==> src/rtl/bus_arbiter_rr.sv <==
// Round-robin arbiter for a 4-master shared bus. The grant lines are registered
// and one-hot-low. A grant stays with its owner while the owner requests, with an optional hold limit.
module bus_arbiter_rr #(
  parameter int HOLD_MAX = 16,
  parameter int HOLD_W   = 8
) (
  input  logic              clk,
  input  logic              reset,
  input  logic              m0_req_n,
  input  logic              m1_req_n,
  input  logic              m2_req_n,
  input  logic              m3_req_n,
  output logic              m0_grnt_n,
  output logic              m1_grnt_n,
  output logic              m2_grnt_n,
  output logic              m3_grnt_n,
  output logic [1:0]        owner,
  output logic [HOLD_W-1:0] hold_cnt
);

  localparam logic [HOLD_W-1:0] HOLD_LAST = HOLD_W'((HOLD_MAX > 0) ? HOLD_MAX - 1 : 0);
  localparam logic [HOLD_W-1:0] CNT_SAT   = {HOLD_W{1'b1}};

  logic [3:0]        req;
  logic [3:0]        owner_onehot;
  logic              own_req;
  logic              pend;
  logic [1:0]        next_owner;
  logic              next_found;
  logic [1:0]        owner_q, owner_d;
  logic [HOLD_W-1:0] hold_cnt_q, hold_cnt_d;
  logic [3:0]        grnt_n_q, grnt_n_d;

  assign req          = ~{m3_req_n, m2_req_n, m1_req_n, m0_req_n};
  assign owner_onehot = 4'b0001 << owner_q;
  assign own_req      = |(req & owner_onehot);
  assign pend         = |(req & ~owner_onehot);

  // Rotating search that starts one past the current owner. The owner is never a candidate.
  always_comb begin
    next_owner = owner_q;
    next_found = 1'b0;
    for (int k = 1; k < 4; k++) begin
      if (!next_found && req[owner_q + 2'(k)]) begin
        next_owner = owner_q + 2'(k);
        next_found = 1'b1;
      end
    end
  end

  always_comb begin
    owner_d    = owner_q;
    hold_cnt_d = '0;
    if (own_req && pend) begin
      if (HOLD_MAX == 0) begin
        hold_cnt_d = (hold_cnt_q == CNT_SAT) ? hold_cnt_q : hold_cnt_q + HOLD_W'(1);
      end else if (hold_cnt_q < HOLD_LAST) begin
        hold_cnt_d = hold_cnt_q + HOLD_W'(1);
      end else begin
        owner_d = next_owner;
      end
    end else if (!own_req && pend) begin
      owner_d = next_owner;
    end
  end

  // Grant flops load the decode of the next owner, so they always agree with owner_q.
  for (genvar gi = 0; gi < 4; gi++) begin : g_grnt_decode
    assign grnt_n_d[gi] = (owner_d != 2'(gi));
  end

  always_ff @(posedge clk) begin
    if (reset) begin
      owner_q    <= 2'd0;
      hold_cnt_q <= '0;
      grnt_n_q   <= 4'b1110;
    end else begin
      owner_q    <= owner_d;
      hold_cnt_q <= hold_cnt_d;
      grnt_n_q   <= grnt_n_d;
    end
  end

  assign owner     = owner_q;
  assign hold_cnt  = hold_cnt_q;
  assign m0_grnt_n = grnt_n_q[0];
  assign m1_grnt_n = grnt_n_q[1];
  assign m2_grnt_n = grnt_n_q[2];
  assign m3_grnt_n = grnt_n_q[3];

endmodule

==> config.mk <==
export PLATFORM = sky130hd
export DESIGN_NAME = bus_arbiter_rr
export DESIGN_NICKNAME = d
export VERILOG_FILES = /design/src/rtl/bus_arbiter_rr.sv
export SDC_FILE = /design/constraint.sdc
export NUM_CORES = 1
export LEC_CHECK = 0
export ABC_AREA = 1
export BUFFER_PORTS_ARGS = -buffer_cell sky130_fd_sc_hd__buf_2
export CAP_MARGIN = 20
export CORE_UTILIZATION = 44
export CTS_BUF_LIST = sky130_fd_sc_hd__clkbuf_2
export DETAILED_ROUTE_END_ITERATION = 7
export PLACE_DENSITY = 0.67
export SLEW_MARGIN = 20
export SYNTH_ARGS = -nofsm -noshare
export SYNTH_HDL_FRONTEND = slang
export SYNTH_SLANG_ARGS = --single-unit
==> constraint.sdc <==
create_clock -name clk -period 4.7 [get_ports clk]
set_input_delay 0.235 -clock clk [delete_from_list [all_inputs] [get_ports clk]]
set_output_delay 0.235 -clock clk [all_outputs]
set_load 0.02 [all_outputs]
==> results of run 1 <==
-- path summary, 6_finish.rpt --
| path | start | endpoint | slack (ns) | depth (start not counted) |
|---|---|---|---|---|
| max | owner[0] | grnt_n_q[0] | 2.52 | 12 |
| min | reset | owner[0] | 0.12 | 2 |
| max reg2reg | owner[0] | grnt_n_q[0] | 2.52 | 12 |
| min reg2reg | hold_cnt[0] | hold_cnt[0] | 0.47 | 1 |
-- per-layer routing --
| layer | GRT usage | wire length [um] | up-vias | part of all wire |
|---|---|---|---|---|
| met5 | 0 | 0 | - | 0 |
| met1 | 0.230 | 755 | 347 | 0.48 |
| met2 | 0.282 | 733 | 22 | 0.46 |
| met3 | 0.0667 | 84 | 2 | 0.053 |
| li1 | - | - | 409 | - |
| met4 | 0.0471 | 9 | 0 | 0.0057 |
-- sequential cells by signal (all words and copies together) (netlist names) --
| signal | count |
|---|---|
| grnt_n_q | 4 |
| owner | 2 |
| hold_cnt | 8 |
-- cells in the mapped netlist (all sizes together) --
cell   instances
nor2          12
o21ai          4
conb           1
nand2         37
nand3         14
nor3           1
ha             5
xor2           1
a21oi          4
inv           17
nand4          2
o22ai          2
buf            1
dfxtp         14
-- placed cells by master (no fill, tap or decap), types with 2 or more instances in the layout --
master,count
nand2_1,19
buf_2,19
inv_1,16
dfxtp_1,14
nand2_2,13
nand3_1,11
nor2_1,10
nand2_4,5
ha_1,5
conb_1,4
nand3_2,3
o21ai_0,3
a21oi_1,3
clkbuf_2,3
nand4_1,2
o22ai_1,2
nor2_2,2
-- layout make-up --
class / instances / area, sq um / share of cell area
Timing Repair Buffer: 19 / 95.1 / 0.0950
Inverter: 17 / 71.3 / 0.0713
Clock buffer: 3 / 15.0 / 0.0150
Clock inverter: 1 / 3.75 / 0.00375
Tap cell: 25 / 31.3 / 0.0313
Sequential cell: 14 / 280 / 0.280
Multi-Input combinational cell: 86 / 504 / 0.504
-- worst max-delay path, stage by stage, from the launching register on --
cell,delay [ns]
dfxtp_1,0.72
inv_8,0.10
ha_1,0.37
inv_1,0.12
nand3_1,0.12
a21oi_1,0.16
nand3_1,0.11
nand2_1,0.07
nand2_1,0.05
nand2_1,0.07
nand2_2,0.08
nand2_1,0.07
nand2_1,0.05
-- metrics by stage --
step | cells | total power [W] | hold WS [ns] | setup slack (ns) | cell area, sq um
detailed placement | 161 | 0.000521 | 0.423 | 2.58 | 982
global placement | 161 | 0.000520 | 0.422 | 2.66 | 982
global route | 165 | 0.000633 | 0.0863 | 2.32 | 1000
floorplan | 118 | 0.000461 | 0.308 | 2.78 | 867
CTS | 165 | 0.000579 | 0.108 | 2.55 | 1000
finish | 165 | 0.000576 | 0.123 | 2.52 | 1000
-- cells by family after synthesis --
logic type / Yosys count / share of synthesized area
flops: 14 / 0.327
xor+xnor: 1 / 0.0102
compound gates: 10 / 0.0658
fa+ha+maj: 5 / 0.0731
buf+inv: 18 / 0.0965
other cells: 1 / 0.00438
simple gates: 66 / 0.423
-- power by group --
part	total [W]	internal [W]	leakage [nW]	switching [W]
combinational	0.000357	0.000126	0.407	0.000231
sequential	0.000165	0.000139	0.116	0.0000256
clock	0.0000544	0.0000185	0.0140	0.0000360
total	0.000576	0.000284	0.537	0.000293
==> out/qor.yml, run 1 <==
p_leak_nw: 0.537
yosysTopAreaCell: "dfxtp_1"
cts_resized: 0
overflow: 0
synth_top_area_share: 0.327
avgSynthCellArea_sq_um: 7.44
diodes: 0
grt_max_degree: 13
n_fill_cell: 187
period_needed_ns: 2.18
io_buffer_count: 19
clock_sinks: 14
firstDrtPassIters: 4
synthCells: 115
layout-drive-gt1-share: 0.336
rsz0062_at_grt: "no"
hpwlAfterDp_mm: 1.31
synth.ff_latch_count: 14
grt_usage: 0.179
critPathArrivalTime_ns: 2.37
syn_to_final_growth_pct: 17.0
die_y_um: 46.1
worst_pin_slew_ns: 0.594
critical_path.max_fanout: 12
slew_headroom: 0.603
finClkSkew_ns: 0.00348
ant_nets: 0
wl_per_cell_um: 9.59
cts-hold-fix-buffers: 0
path_clk_slew_ns: 0.12
ys_types: 21
routed_via_density: 4.73
grt_pass1_wl_mm: 2.72
period_share: 0.464
coreArea_sq_um: 1780
fmax_mhz: 458
chipWidth_um: 46.1
ctsLongestPathBuffers: 2
route.detailed.drc: 0
htreeDepth: 1
insertion_delay_ns: 0.27
maxCapViolCount: 0
placementRows: 15
fin_util: 0.561
grt_pass1_vias: 666
yosysSeqAreaShare: 0.327
io_pins: 20
finalSetupViolCount: 0
drt_iter0_markers: 14
synth_area_leaders: "dfxtp_1 (33%), nand2_2 (9.5%), nand2_1 (8.3%)"
initial_core_util: 0.480
nets: 152
hold_viol: 0
cts-root-buf: "clkbuf_2"
status: "completed"
drv_slew: 0
fin_setup_tns_ns: 0
syn-cell-area_sq_um: 856
antenna_found_initial: 0
numCtsBuffers: 3
yosysWarnings: 0
dieArea_sq_um: 2130
critPathCaptureType: "register"
vias: 780
cts_tree: "yes"
powerDensity_nw_per_um2: 576
gp_congestion: 0.880
cp.required_ns: 4.88
cts_setup_buffers: 0
critPathKind: "reg2reg"
vdd_drop_max_v: 0.000351
wl_mm: 1.58
hold_path.class: "in2reg"
cp-start-kind: "register"
Power figures use the tool's default switching activity.
==> run 2, diff against run 1 <==
--- a/config.mk
+++ b/config.mk
@@ -11,7 +11,7 @@
 export CORE_UTILIZATION = 44
 export CTS_BUF_LIST = sky130_fd_sc_hd__clkbuf_2
 export DETAILED_ROUTE_END_ITERATION = 7
-export PLACE_DENSITY = 0.67
+export PLACE_DENSITY = 0.7
 export SLEW_MARGIN = 20
 export SYNTH_ARGS = -nofsm -noshare
 export SYNTH_HDL_FRONTEND = slang
==> constraint.sdc (replaced) <==
create_clock -name clk -period 2 [get_ports clk]
set_input_delay 0.1 -clock clk [delete_from_list [all_inputs] [get_ports clk]]
set_output_delay 0.1 -clock clk [all_outputs]
set_load 0.02 [all_outputs]
==> run 2 against run 1 <==
Against the previous run: setup slack got worse by 2.3 ns; sequential share of layout area is 0.99 points lower; clock skew about the same; combinational power rose to 2.6 times the previous value; fmax up 22%; first-iteration DRC count is the same; cell area is 4.1% higher; sequential cell count stayed put; critical endpoint unchanged; largest cell class unchanged; largest power group unchanged.
==> out/qor.yml, run 2 (synthesized netlist as in run 1, its figures left out) <==
powerDensity_nw_per_um2: 1340
finalSetupViolCount: 0
critPathKind: "reg2reg"
cpPeakStageDelay_ns: 0.44
finClkSkew_ns: 0.00354
period_needed_ns: 1.79
vdd_drop_max_v: 0.000775
path_clk_slew_ns: 0.13
vias: 788
nets: 157
io_buffer_count: 19
power.total_w: 0.00140
layout_common_cells: "nand2_1 (19), buf_2 (19), inv_1 (16), nand2_2 (13), dfxtp_1 (13)"
ctsLongestPathBuffers: 2
drt_iter0_markers: 14
setup_ws_ns: 0.208
cts-root-buf: "clkbuf_2"
worstPathCellList: "inv_8, ha_1, inv_1, nand3_1, a21oi_1, nand3_1, nand2_1, nand2_1, nand2_1, nand2_2, nand2_1, nand2_1"
rsz0062_at_grt: "no"
ant_nets: 0
hpwlAfterDp_mm: 1.35
crit_buf_inv: 2
placementRows: 15
cp.depth: 12
drv_slew: 0
chipWidth_um: 46.1
coreArea_sq_um: 1780
die_y_um: 46.1
layout-drive-gt1-share: 0.359
maxCapViolCount: 0
fmax_mhz: 558
hold_path.class: "reg2reg"
grt_pass1_wl_mm: 2.65
clock_sinks: 14
hold_viol: 0
critPathCaptureType: "register"
critPathTopFamily: "simple AND/OR/NAND/NOR gates"
grt_pass1_vias: 672
place_ws_ns: 0.141
diodes: 0
hold_slack_ns: 0.486
startpoint: "owner[0]"
grt_usage: 0.179
cp-start-kind: "register"
r2r-end: "grnt_n_q[0]"
overflow: 0
reg2reg_depth: 12
htreeDepth: 1
grt_max_degree: 9
wl_per_cell_um: 9.45
insertion_delay_ns: 0.26
gp_congestion: 0.872
io_pins: 20
endpoint: "grnt_n_q[0]"
antenna_found_initial: 0
largest_register_ffs: 8
dieArea_sq_um: 2130
syn_to_final_growth_pct: 21.8
numCtsBuffers: 3
route.detailed.drc: 0
cp_slowest_cell: "dfxtp_2"
wl_mm: 1.61
status: "completed"
critPathArrivalTime_ns: 1.96
reg2reg_from: "owner[0]"
fin_setup_tns_ns: 0
routed_via_density: 4.64
cp.required_ns: 2.17
cp_common_cell: "nand2_1"
critical_path.max_fanout: 5
p_leak_nw: 0.561
period_share: 0.896
initial_core_util: 0.480
cts_tree: "yes"
firstDrtPassIters: 4
reg2reg_slack_ns: 0.21
## run 2: how the worst min path moves through the flow
stage          slack (ns)  cells past startpoint        start          end
3_5_place_dp         0.29                      2        reset     owner[0]
2_1_floorplan        0.17                      1        reset     owner[0]
3_3_place_gp         0.29                      2        reset     owner[0]
5_1_grt              0.51                      3        reset     owner[0]
6_report             0.49                      1  hold_cnt[0]  hold_cnt[0]
4_1_cts              0.49                      1  hold_cnt[0]  hold_cnt[0]
## run 2: metal layers
metal	GRT usage	part of all wire	vias up
li1	-	-	421
met1	0.216	0.48	350
met2	0.296	0.48	15
met3	0.0392	0.029	2
met4	0.0882	0.012	0
met5	0	0	-
## run 2: worst register-to-register path: cells and delay by family, from the launching register on
kind,cells,cell delay [ns]
buf+inv,2,0.16
flops,1,0.44
compound gates,1,0.15
simple gates,8,0.62
fa+ha+maj,1,0.34
## run 2: stage by stage
stage | std cells | area [sq um] | util
2_1_floorplan | 118 | 867 | -
3_3_place_gp | 165 | 1010 | 0.568
3_5_place_dp | 165 | 1010 | 0.568
4_1_cts | 170 | 1040 | 0.584
5_1_grt | 170 | 1040 | 0.585
6_report | 170 | 1040 | 0.585
## run 2: layout make-up
| cell class | count | area (sq um) |
|---|---|---|
| flip-flops and latches | 14 | 282 |
| well taps | 25 | 31.3 |
| clock buffers | 3 | 15.0 |
| repair buffers | 24 | 135 |
| inverters | 17 | 71.3 |
| fillers | 172 | 741 |
| multi-input cells | 86 | 504 |
| clock inverters | 1 | 3.75 |
## run 2: power breakdown
part / switching [W] / internal [W] / leakage (nW)
combinational: 0.000579 / 0.000335 / 0.431
clock: 0.0000840 / 0.0000435 / 0.0140
sequential: 0.0000307 / 0.000329 / 0.116
## run 2: what timing repair did
action | in CTS | in global routing
hold buffers | 1 | 0
endpoints found under the hold margin | 1 | 0
setup endpoints to repair | 0 | 3
buffers inserted | 0 | 0
resized for setup | 0 | 1
